`config.mk`:
```
export PLATFORM = sky130hd
export DESIGN_NAME = floor_scheduler
export DESIGN_NICKNAME = d
export VERILOG_FILES = /design/src/rtl/floor_scheduler.sv
export SDC_FILE = /design/constraint.sdc
export NUM_CORES = 1
export LEC_CHECK = 0
export ABC_AREA = 1
export CORE_ASPECT_RATIO = 0.5
export CORE_MARGIN = 3
export CORE_UTILIZATION = 35
export DETAILED_ROUTE_END_ITERATION = 8
export PLACE_DENSITY = 0.61
export RECOVER_POWER = 25
export SLEW_MARGIN = 20
export SYNTH_ARGS = -nofsm -noshare
export SYNTH_HDL_FRONTEND = slang
export SYNTH_SLANG_ARGS = --single-unit
```
`constraint.sdc`:
```
create_clock -name clk -period 28.6 [get_ports clk]
set_input_delay 2.86 -clock clk [delete_from_list [all_inputs] [get_ports clk]]
set_output_delay 2.86 -clock clk [all_outputs]
set_load 0.03 [all_outputs]
```
`src/rtl/floor_scheduler.sv`:
```
// floor_scheduler: owns the eight scrolling floor slots of the slime game.
// Scrolls live floors down on ceiling ticks, retires floors that leave the
// screen, and respawns one slot per scan sweep at an LFSR-chosen x position.
module floor_scheduler (
  input  logic       clk,
  input  logic       rst,
  input  logic       clk_vga,
  input  logic       hit_ceiling,
  input  logic       slime_die,
  output logic [9:0] floor_pos_x0,
  output logic [9:0] floor_pos_x1,
  output logic [9:0] floor_pos_x2,
  output logic [9:0] floor_pos_x3,
  output logic [9:0] floor_pos_x4,
  output logic [9:0] floor_pos_x5,
  output logic [9:0] floor_pos_x6,
  output logic [9:0] floor_pos_x7,
  output logic [9:0] floor_pos_y0,
  output logic [9:0] floor_pos_y1,
  output logic [9:0] floor_pos_y2,
  output logic [9:0] floor_pos_y3,
  output logic [9:0] floor_pos_y4,
  output logic [9:0] floor_pos_y5,
  output logic [9:0] floor_pos_y6,
  output logic [9:0] floor_pos_y7,
  output logic [7:0] enable,
  output logic [9:0] score,
  output logic       game_over
);

  typedef enum logic [1:0] {PLAY = 2'd0, SCAN = 2'd1, DEAD = 2'd2} state_t;

  localparam logic [9:0] Y_LIMIT   = 10'd480;
  localparam logic [9:0] Y_HOLD    = 10'd479;
  localparam logic [9:0] SPAWN_GAP = 10'd50;
  localparam logic [9:0] X_RANGE   = 10'd580;
  localparam logic [9:0] SCORE_MAX = 10'd999;
  localparam logic [9:0] LFSR_SEED = 10'h2A5;

  // Fibonacci LFSR for x^10 + x^7 + 1: taps at bits 9 and 6, shift left.
  function automatic logic [9:0] lfsr_step(input logic [9:0] v);
    return {v[8:0], v[9] ^ v[6]};
  endfunction

  // Fold the 10-bit LFSR value into the 0..579 range; 1023-580 stays in range.
  function automatic logic [9:0] fold_x(input logic [9:0] v);
    return (v < X_RANGE) ? v : (v - X_RANGE);
  endfunction

  // Saturating score increment.
  function automatic logic [9:0] score_inc(input logic [9:0] s);
    return (s >= SCORE_MAX) ? SCORE_MAX : (s + 10'd1);
  endfunction

  // Power-on floor layout; slot 0 sits under the slime spawn point.
  function automatic logic [9:0] reset_x(input logic [2:0] n);
    case (n)
      3'd0:    return 10'd300;
      3'd1:    return 10'd120;
      3'd2:    return 10'd460;
      3'd3:    return 10'd40;
      3'd4:    return 10'd380;
      3'd5:    return 10'd220;
      3'd6:    return 10'd520;
      default: return 10'd160;
    endcase
  endfunction

  // Slot N starts at y = 380 - 50*N.
  function automatic logic [9:0] reset_y(input logic [2:0] n);
    case (n)
      3'd0:    return 10'd380;
      3'd1:    return 10'd330;
      3'd2:    return 10'd280;
      3'd3:    return 10'd230;
      3'd4:    return 10'd180;
      3'd5:    return 10'd130;
      3'd6:    return 10'd80;
      default: return 10'd30;
    endcase
  endfunction

  state_t     state_q, state_d;
  logic [2:0] idx_q, idx_d;
  logic [9:0] lfsr_q, lfsr_d;
  logic [9:0] score_q, score_d;
  logic       go_q, go_d;
  logic [7:0] en_q, en_d;
  logic [9:0] x_q [8];
  logic [9:0] x_d [8];
  logic [9:0] y_q [8];
  logic [9:0] y_d [8];
  logic [9:0] min_y;
  logic [9:0] lfsr_nxt;
  logic       tick_scroll;
  logic       tick_die;

  assign lfsr_nxt    = lfsr_step(lfsr_q);
  assign tick_die    = clk_vga && slime_die;
  assign tick_scroll = clk_vga && !slime_die && hit_ceiling;

  // Smallest y among live slots, from registered positions (479 if none live).
  always_comb begin
    min_y = Y_HOLD;
    for (int n = 0; n < 8; n++) begin
      if (en_q[n] && (y_q[n] < min_y)) min_y = y_q[n];
    end
  end

  // FSM state register; reset aborts any sweep in progress.
  always_ff @(posedge clk or posedge rst) begin
    if (rst) state_q <= PLAY;
    else     state_q <= state_d;
  end

  // FSM next-state: ticks only matter in PLAY, DEAD is terminal until reset.
  always_comb begin
    state_d = state_q;
    case (state_q)
      PLAY: begin
        if (tick_die)         state_d = DEAD;
        else if (tick_scroll) state_d = SCAN;
      end
      SCAN: begin
        if (idx_q == 3'd7) state_d = PLAY;
      end
      DEAD:    state_d = DEAD;
      default: state_d = PLAY;
    endcase
  end

  // FSM outputs: scroll/retire floors in PLAY, respawn one empty slot in SCAN.
  always_comb begin
    idx_d   = idx_q;
    lfsr_d  = lfsr_q;
    score_d = score_q;
    go_d    = go_q;
    en_d    = en_q;
    x_d     = x_q;
    y_d     = y_q;
    case (state_q)
      PLAY: begin
        if (tick_die) begin
          go_d = 1'b1;
        end else if (tick_scroll) begin
          idx_d = 3'd0;
          for (int n = 0; n < 8; n++) begin
            if (en_q[n]) begin
              // y <= 479 while live, so y+1 cannot overflow 10 bits
              if ((y_q[n] + 10'd1) >= Y_LIMIT) begin
                en_d[n] = 1'b0;
                y_d[n]  = Y_HOLD;
              end else begin
                y_d[n]  = y_q[n] + 10'd1;
              end
            end
          end
        end
      end
      SCAN: begin
        idx_d = idx_q + 3'd1;
        // After a respawn min_y drops to 0, so later indices of this sweep skip
        if (!en_q[idx_q] && (min_y >= SPAWN_GAP)) begin
          x_d[idx_q]  = fold_x(lfsr_nxt);
          y_d[idx_q]  = 10'd0;
          en_d[idx_q] = 1'b1;
          score_d     = score_inc(score_q);
          lfsr_d      = lfsr_nxt;
        end
      end
      default: begin
        go_d = 1'b1;
      end
    endcase
  end

  // Datapath registers with the power-on floor layout.
  always_ff @(posedge clk or posedge rst) begin
    if (rst) begin
      idx_q   <= 3'd0;
      lfsr_q  <= LFSR_SEED;
      score_q <= 10'd0;
      go_q    <= 1'b0;
      en_q    <= 8'hFF;
      for (int n = 0; n < 8; n++) begin
        x_q[n] <= reset_x(3'(n));
        y_q[n] <= reset_y(3'(n));
      end
    end else begin
      idx_q   <= idx_d;
      lfsr_q  <= lfsr_d;
      score_q <= score_d;
      go_q    <= go_d;
      en_q    <= en_d;
      for (int n = 0; n < 8; n++) begin
        x_q[n] <= x_d[n];
        y_q[n] <= y_d[n];
      end
    end
  end

  assign floor_pos_x0 = x_q[0];
  assign floor_pos_x1 = x_q[1];
  assign floor_pos_x2 = x_q[2];
  assign floor_pos_x3 = x_q[3];
  assign floor_pos_x4 = x_q[4];
  assign floor_pos_x5 = x_q[5];
  assign floor_pos_x6 = x_q[6];
  assign floor_pos_x7 = x_q[7];
  assign floor_pos_y0 = y_q[0];
  assign floor_pos_y1 = y_q[1];
  assign floor_pos_y2 = y_q[2];
  assign floor_pos_y3 = y_q[3];
  assign floor_pos_y4 = y_q[4];
  assign floor_pos_y5 = y_q[5];
  assign floor_pos_y6 = y_q[6];
  assign floor_pos_y7 = y_q[7];
  assign enable       = en_q;
  assign score        = score_q;
  assign game_over    = go_q;

endmodule

```
# == Yosys cells after proc, flatten, opt, wreduce, memory -nomap -nowiden ==
# Cells that the tools add are included.
# word_totals
reg_bits,194
input_bits,5
elab_cells,176
# classes
n_addsub,11
magnitude_cmp,23
eq_ne,17
mux,66
n_bitwise,6
n_reduce_logical,31
# ops
cell,n
10-bit 2-to-1 mux,27
80-bit 2-to-1 mux,3
80-bit case mux with 2 select lines,1
10-bit by 1-bit adder with 10-bit output (second input constant),9
80-bit AND,1
80-bit bitwise mux,1
10-bit by 9-bit greater-or-equal comparator with 1-bit output (second input constant),8
80-bit inverter,1
10-bit < comparator,7
5-bit AND reduction,8
10-bit demux with 3-bit select,1
2-bit != test (second input constant),13
8-bit 2-to-1 mux,3
1-bit 2-to-1 mux,19
8-bit case mux with 2 select lines,1
1-bit logical AND,14
10-bit greater-or-equal comparator (second input constant),1
10-bit by 6-bit greater-or-equal comparator with 1-bit output (second input constant),1
10-bit < comparator (second input constant),1
10-bit by 9-bit < comparator with 1-bit output (second input constant),1
10-bit subtractor (second input constant),1
8-bit bitwise OR,1
2-bit 2-to-1 mux,3
3-bit 2-to-1 mux,2
23 further kinds,26

# == Depth between registers and ports, before layout ==
# logic_depth
word_depth,28
mapped_depth,93

# == Worst setup path before layout ==
# Ideal clock, no wire load.
# synth_timing
kind,register -> register
startpoint,"register y_q, in the netlist floor_pos_y0[1]"
endpoint,"register x_q, in the netlist floor_pos_x7[2]"
arrival_time_ns,11.363
t_required_ns,28.482
setup_slack_ns,17.119
stages_incl_launch_ff,81
n_path_buf,8
synth_period_minus_slack_ns,11.481
cell_sequence,dfrtp_1 ha_1 nand4_1 nand2_1 nand2_4 inv_1 nor2_1 ha_1 nand2_1 inv_1 o21ai_0 nand3_1 a21oi_4 nand2_4 buf_4 o21ai_0 ha_1 a21oi_1 [... 45 more ...] a21oi_2 buf_4 nand3_1 nand2_1 ha_1 a21oi_1 o21ai_0 a21o_1 a21oi_1 nor2_1 a2111oi_0 a21oi_2 nor2_8 buf_8 nand3_4 buf_6 nand2_1 nand2_1
# synth_via
elab_chain_len,27
# synth_rtl
element,line,source
start: declaration,91,logic [9:0] y_q [8];
start signal: indexed assignment,187,y_q[n] <= reset_y(3'(n));
start signal: indexed assignment,197,y_q[n] <= y_d[n];
10-bit by 9-bit < comparator with 1-bit output,106,if (en_q[n] && (y_q[n] < min_y)) min_y = y_q[n];
1-bit logical AND,106,
10-bit 2-to-1 mux *,106,
10-bit < comparator,106,
1-bit logical AND,106,
10-bit 2-to-1 mux *,106,
10-bit < comparator,106,
1-bit logical AND,106,
[... 11 more ...],n/a,
1-bit logical AND,106,
10-bit 2-to-1 mux *,106,
10-bit < comparator,106,
1-bit logical AND,106,
10-bit 2-to-1 mux *,106,
10-bit by 6-bit greater-or-equal comparator with 1-bit output *,163,if (!en_q[idx_q] && (min_y >= SPAWN_GAP)) begin
1-bit logical AND *,163,
2-bit AND reduction (no source line) *,n/a,
end signal: indexed assignment,186,x_q[n] <= reset_x(3'(n));
end signal: indexed assignment,196,x_q[n] <= x_d[n];
end: declaration,89,logic [9:0] x_q [8];
# Every way passes the cells marked *; elsewhere a longest branch is shown, timed or not.
# A chain may end at the register's enable or synchronous reset.

# == Final worst setup path ==
# layout_timing
startpoint,"register y_q, in the netlist floor_pos_y0[0]"
endpoint,"register y_q, in the netlist floor_pos_y4[0]"
# layout_via
elab_chain_len,28
# layout_rtl
element,line
10-bit by 9-bit < comparator with 1-bit output,106
1-bit logical AND,106
10-bit 2-to-1 mux *,106
10-bit < comparator,106
1-bit logical AND,106
10-bit 2-to-1 mux *,106
10-bit < comparator,106
1-bit logical AND,106
[... 12 more ...],n/a
10-bit 2-to-1 mux *,106
10-bit < comparator,106
1-bit logical AND,106
10-bit 2-to-1 mux *,106
10-bit by 6-bit greater-or-equal comparator with 1-bit output *,163
1-bit logical AND *,163
2-bit != test (no source line) *,n/a
5-bit AND reduction (no source line) *,n/a
# Marks and branches as above.

==> metrics.yaml <==
clock_tree:
  cts_max_path_buffers: 2
  cts_root_buf: "clkbuf_16"
  clkSinkCount: 194
  clk_latency_ps: 460
  cts_hold_buffers: 0
  h-tree-depth: 4
  cts_tree: "yes"
  cts.clk_slew.worst_paths_ps: 70
  post-cts-setup-buffers: 0
  cts_resized: 0
  numCtsBuffers: 17
hold_path:
  hp-class: "reg -> reg"
die:
  die-width_um: 282
  die_height_um: 144
  core-area_um2: 36800
  num_rows: 49
  die-area_um2: 40700
  start_util: 0.364
  top_level_ports: 184
critical_path:
  startpoint: "floor_pos_y0[0]$_DFFE_PP0P_"
  crit_top_cell: "nand2_1"
  r2r_start: "floor_pos_y0[0]$_DFFE_PP0P_"
  r2r_end: "floor_pos_y4[0]$_DFFE_PP0P_"
  reg2regPathDepth: 72
  r2r_slack_ps: 14450
  crit_end: "floor_pos_y4[0]$_DFFE_PP0P_"
  crit_fanout: 67
  critPathMaxStageDelay_ps: 720
  worstSetupEndpointType: "flip-flop"
  worstSetupStartpointType: "flip-flop"
  worstPathRequired_ps: 28930
  critical_path_class: "reg -> reg"
  worstPathArrival_ps: 14480
  crit_slowest_cell: "a2111oi_0"
layout:
  final_util: 0.437
  multi_input_area_um2: 7340
  final_layout_size_suffix_gt1_frac: 0.101
  finalNetCount: 2032
  regArea_um2: 4950
  antenna_cells: 0
  syn_to_final_growth_pct: 20.3
  fill_cells: 3758
status:
  violations: "max-capacitance violations, max-slew violations"
  outcome: "finished with violations"
placed_design:
  routabilityCongestion: 0.902
  dp_hpwl_um: 30200
  io_buffers: 183
timing:
  final_hold_viol_count: 0
  period_minus_slack_ps: 14150
  relSlewSlack: -2.52
  rsz0062_at_grt: "false"
  finalMaxSlewViolations: 118
  setup_viol: 0
  final.setup.tns_ps: 0
  tightestPinTransition_ps: 5250
  fin_worst_skew_ps: 15.3
  fmax_mhz: 70.7
  finalCritPeriodShare: 0.495
synth:
  postSynthCellCount: 1810
  yosysSeqAreaShare: 0.370
  yosys_register_bits: 194
  synth_area_leaders: "dfrtp_1 (23%), nand2_1 (15%), dfstp_2 (14%), ha_1 (6.6%), nand4_1 (5.2%)"
  postSynthAreaPerCell_um2: 7.39
  synth_edf_count: 0
  synth_top_area_share: 0.226
  yosysTopAreaCell: "dfrtp_1"
  synthFlopType: "dfrtp_1"
  ys_warn_count: 0
  synthesis.nets: 1886
  synth_cell_types: 50
  synthArstFlopShare: 1.00
  syn_area_um2: 13400
grt:
  grt_remaining_overflow: 0
  grt_pass1_wl_um: 66700
  grt_max_degree: 118
  grt_util_all_layers: 0.206
  antenna_found_initial: 0
  grt_pass1_vias: 11848
routing:
  routed_via_density: 5.17
  first_iter_violations: 905
  final_antenna_net_count: 0
  via_count: 12688
  finalWirelength_um: 41600
  dr.pass1.iters: 5
  routedWlPerCell_um: 16.9
  drc: 0
job:
  max_cap_violations: 1
-- synthesized netlist by cell type, types with 33 or more instances --
| master | number |
|---|---|
| dfrtp_1 | 121 |
| nor3_1 | 33 |
| xor2_1 | 41 |
| ha_1 | 71 |
| a21oi_1 | 50 |
| o21ai_0 | 130 |
| inv_1 | 179 |
| nand2_1 | 531 |
| nand4_1 | 112 |
| nor2_1 | 75 |
| nand3_1 | 105 |
| dfstp_2 | 73 |
| o21ai_1 | 72 |
-- routing by layer --
layer,vias up,GRT usage,part of all wire
li1,6379,-,-
met1,5963,0.286,0.49
met2,307,0.341,0.46
met3,39,0.0307,0.041
met4,0,0.0497,0.014
met5,-,0,0
-- cell usage in the layout (no fill, tap or decap), types with 3 or more instances in the layout --
cell type	synthesis	final
o21ai_0	130	130
nand3_1	105	105
or2_2	19	19
o21ai_2	8	8
o31ai_1	3	3
nand4_1	112	112
nor3_1	33	33
inv_2	7	8
clkbuf_1	32	3
dlygate4sd3_1	0	23
a31oi_1	4	4
xor2_1	41	41
dfrtp_1	121	121
ha_1	71	71
xnor2_1	6	6
a21oi_1	50	50
clkdlybuf4s50_1	0	160
nor2_1	75	75
nand2_4	10	10
o32ai_1	3	3
inv_6	0	5
o22ai_1	28	28
o21bai_1	3	3
nand3_2	8	8
clkbuf_16	0	17
inv_1	179	177
nand3_4	8	8
nand2_2	14	16
dfstp_2	73	73
buf_4	11	12
a2111oi_0	5	5
nand2_1	531	529
o21ai_1	72	72
-- area by class of cell --
class / instances / share of cell area
Clock buffer: 21 / 0.0280
Clock inverter: 11 / 0.00731
Inverter: 189 / 0.0443
Multi-Input combinational cell: 1359 / 0.456
Sequential cell: 194 / 0.307
Tap cell: 484 / 0.0376
Timing Repair Buffer: 195 / 0.119
-- how the worst min path moves through the flow --
stage                                      from                           to  slack, ps  cells past startpoint
floorplan                state_q[0]$_DFFE_PP0P_       state_q[1]$_DFFE_PP0P_        440                      1
finish              floor_pos_x0[2]$_DFFE_PP1P_  floor_pos_x0[2]$_DFFE_PP1P_        460                      2
global route        floor_pos_x2[7]$_DFFE_PP1P_  floor_pos_x2[7]$_DFFE_PP1P_        480                      2
detailed placement  floor_pos_x0[2]$_DFFE_PP1P_  floor_pos_x0[2]$_DFFE_PP1P_        450                      2
CTS                 floor_pos_x0[2]$_DFFE_PP1P_  floor_pos_x0[2]$_DFFE_PP1P_        470                      2
global placement    floor_pos_x5[3]$_DFFE_PP1P_  floor_pos_x5[3]$_DFFE_PP1P_        450                      2
-- logic make-up after synthesis --
group | share of synthesized area
simple gates | 0.321
compound gates | 0.130
buf+inv | 0.0819
flops | 0.370
fa+ha+maj | 0.0664
xor+xnor | 0.0308
other cells | 0.000280
-- per-stage QoR --
step	hold slack [ps]	std cells	cell area, um2	setup slack [ps]
2_1_floorplan	444	1810	13400	17120
3_3_place_gp	452	2421	15500	15270
3_5_place_dp	455	2421	15500	14740
4_1_cts	466	2453	16100	14710
5_1_grt	484	2453	16100	13040
6_report	462	2453	16100	14450
-- worst max-delay path, delay by kind of cell, from the launching register on --
| kind | cells | cell delay [ps] |
|---|---|---|
| DFF | 1 | 420 |
| buffers and inverters | 8 | 1300 |
| adders and majority gates | 8 | 2390 |
| and+or+nand+nor | 35 | 4340 |
| AOI/OAI and AO/OA | 21 | 5460 |
Power is left out: the tool's default activity adds up to more than one toggle a clock period on the data nets, which glitch-free logic cannot reach.
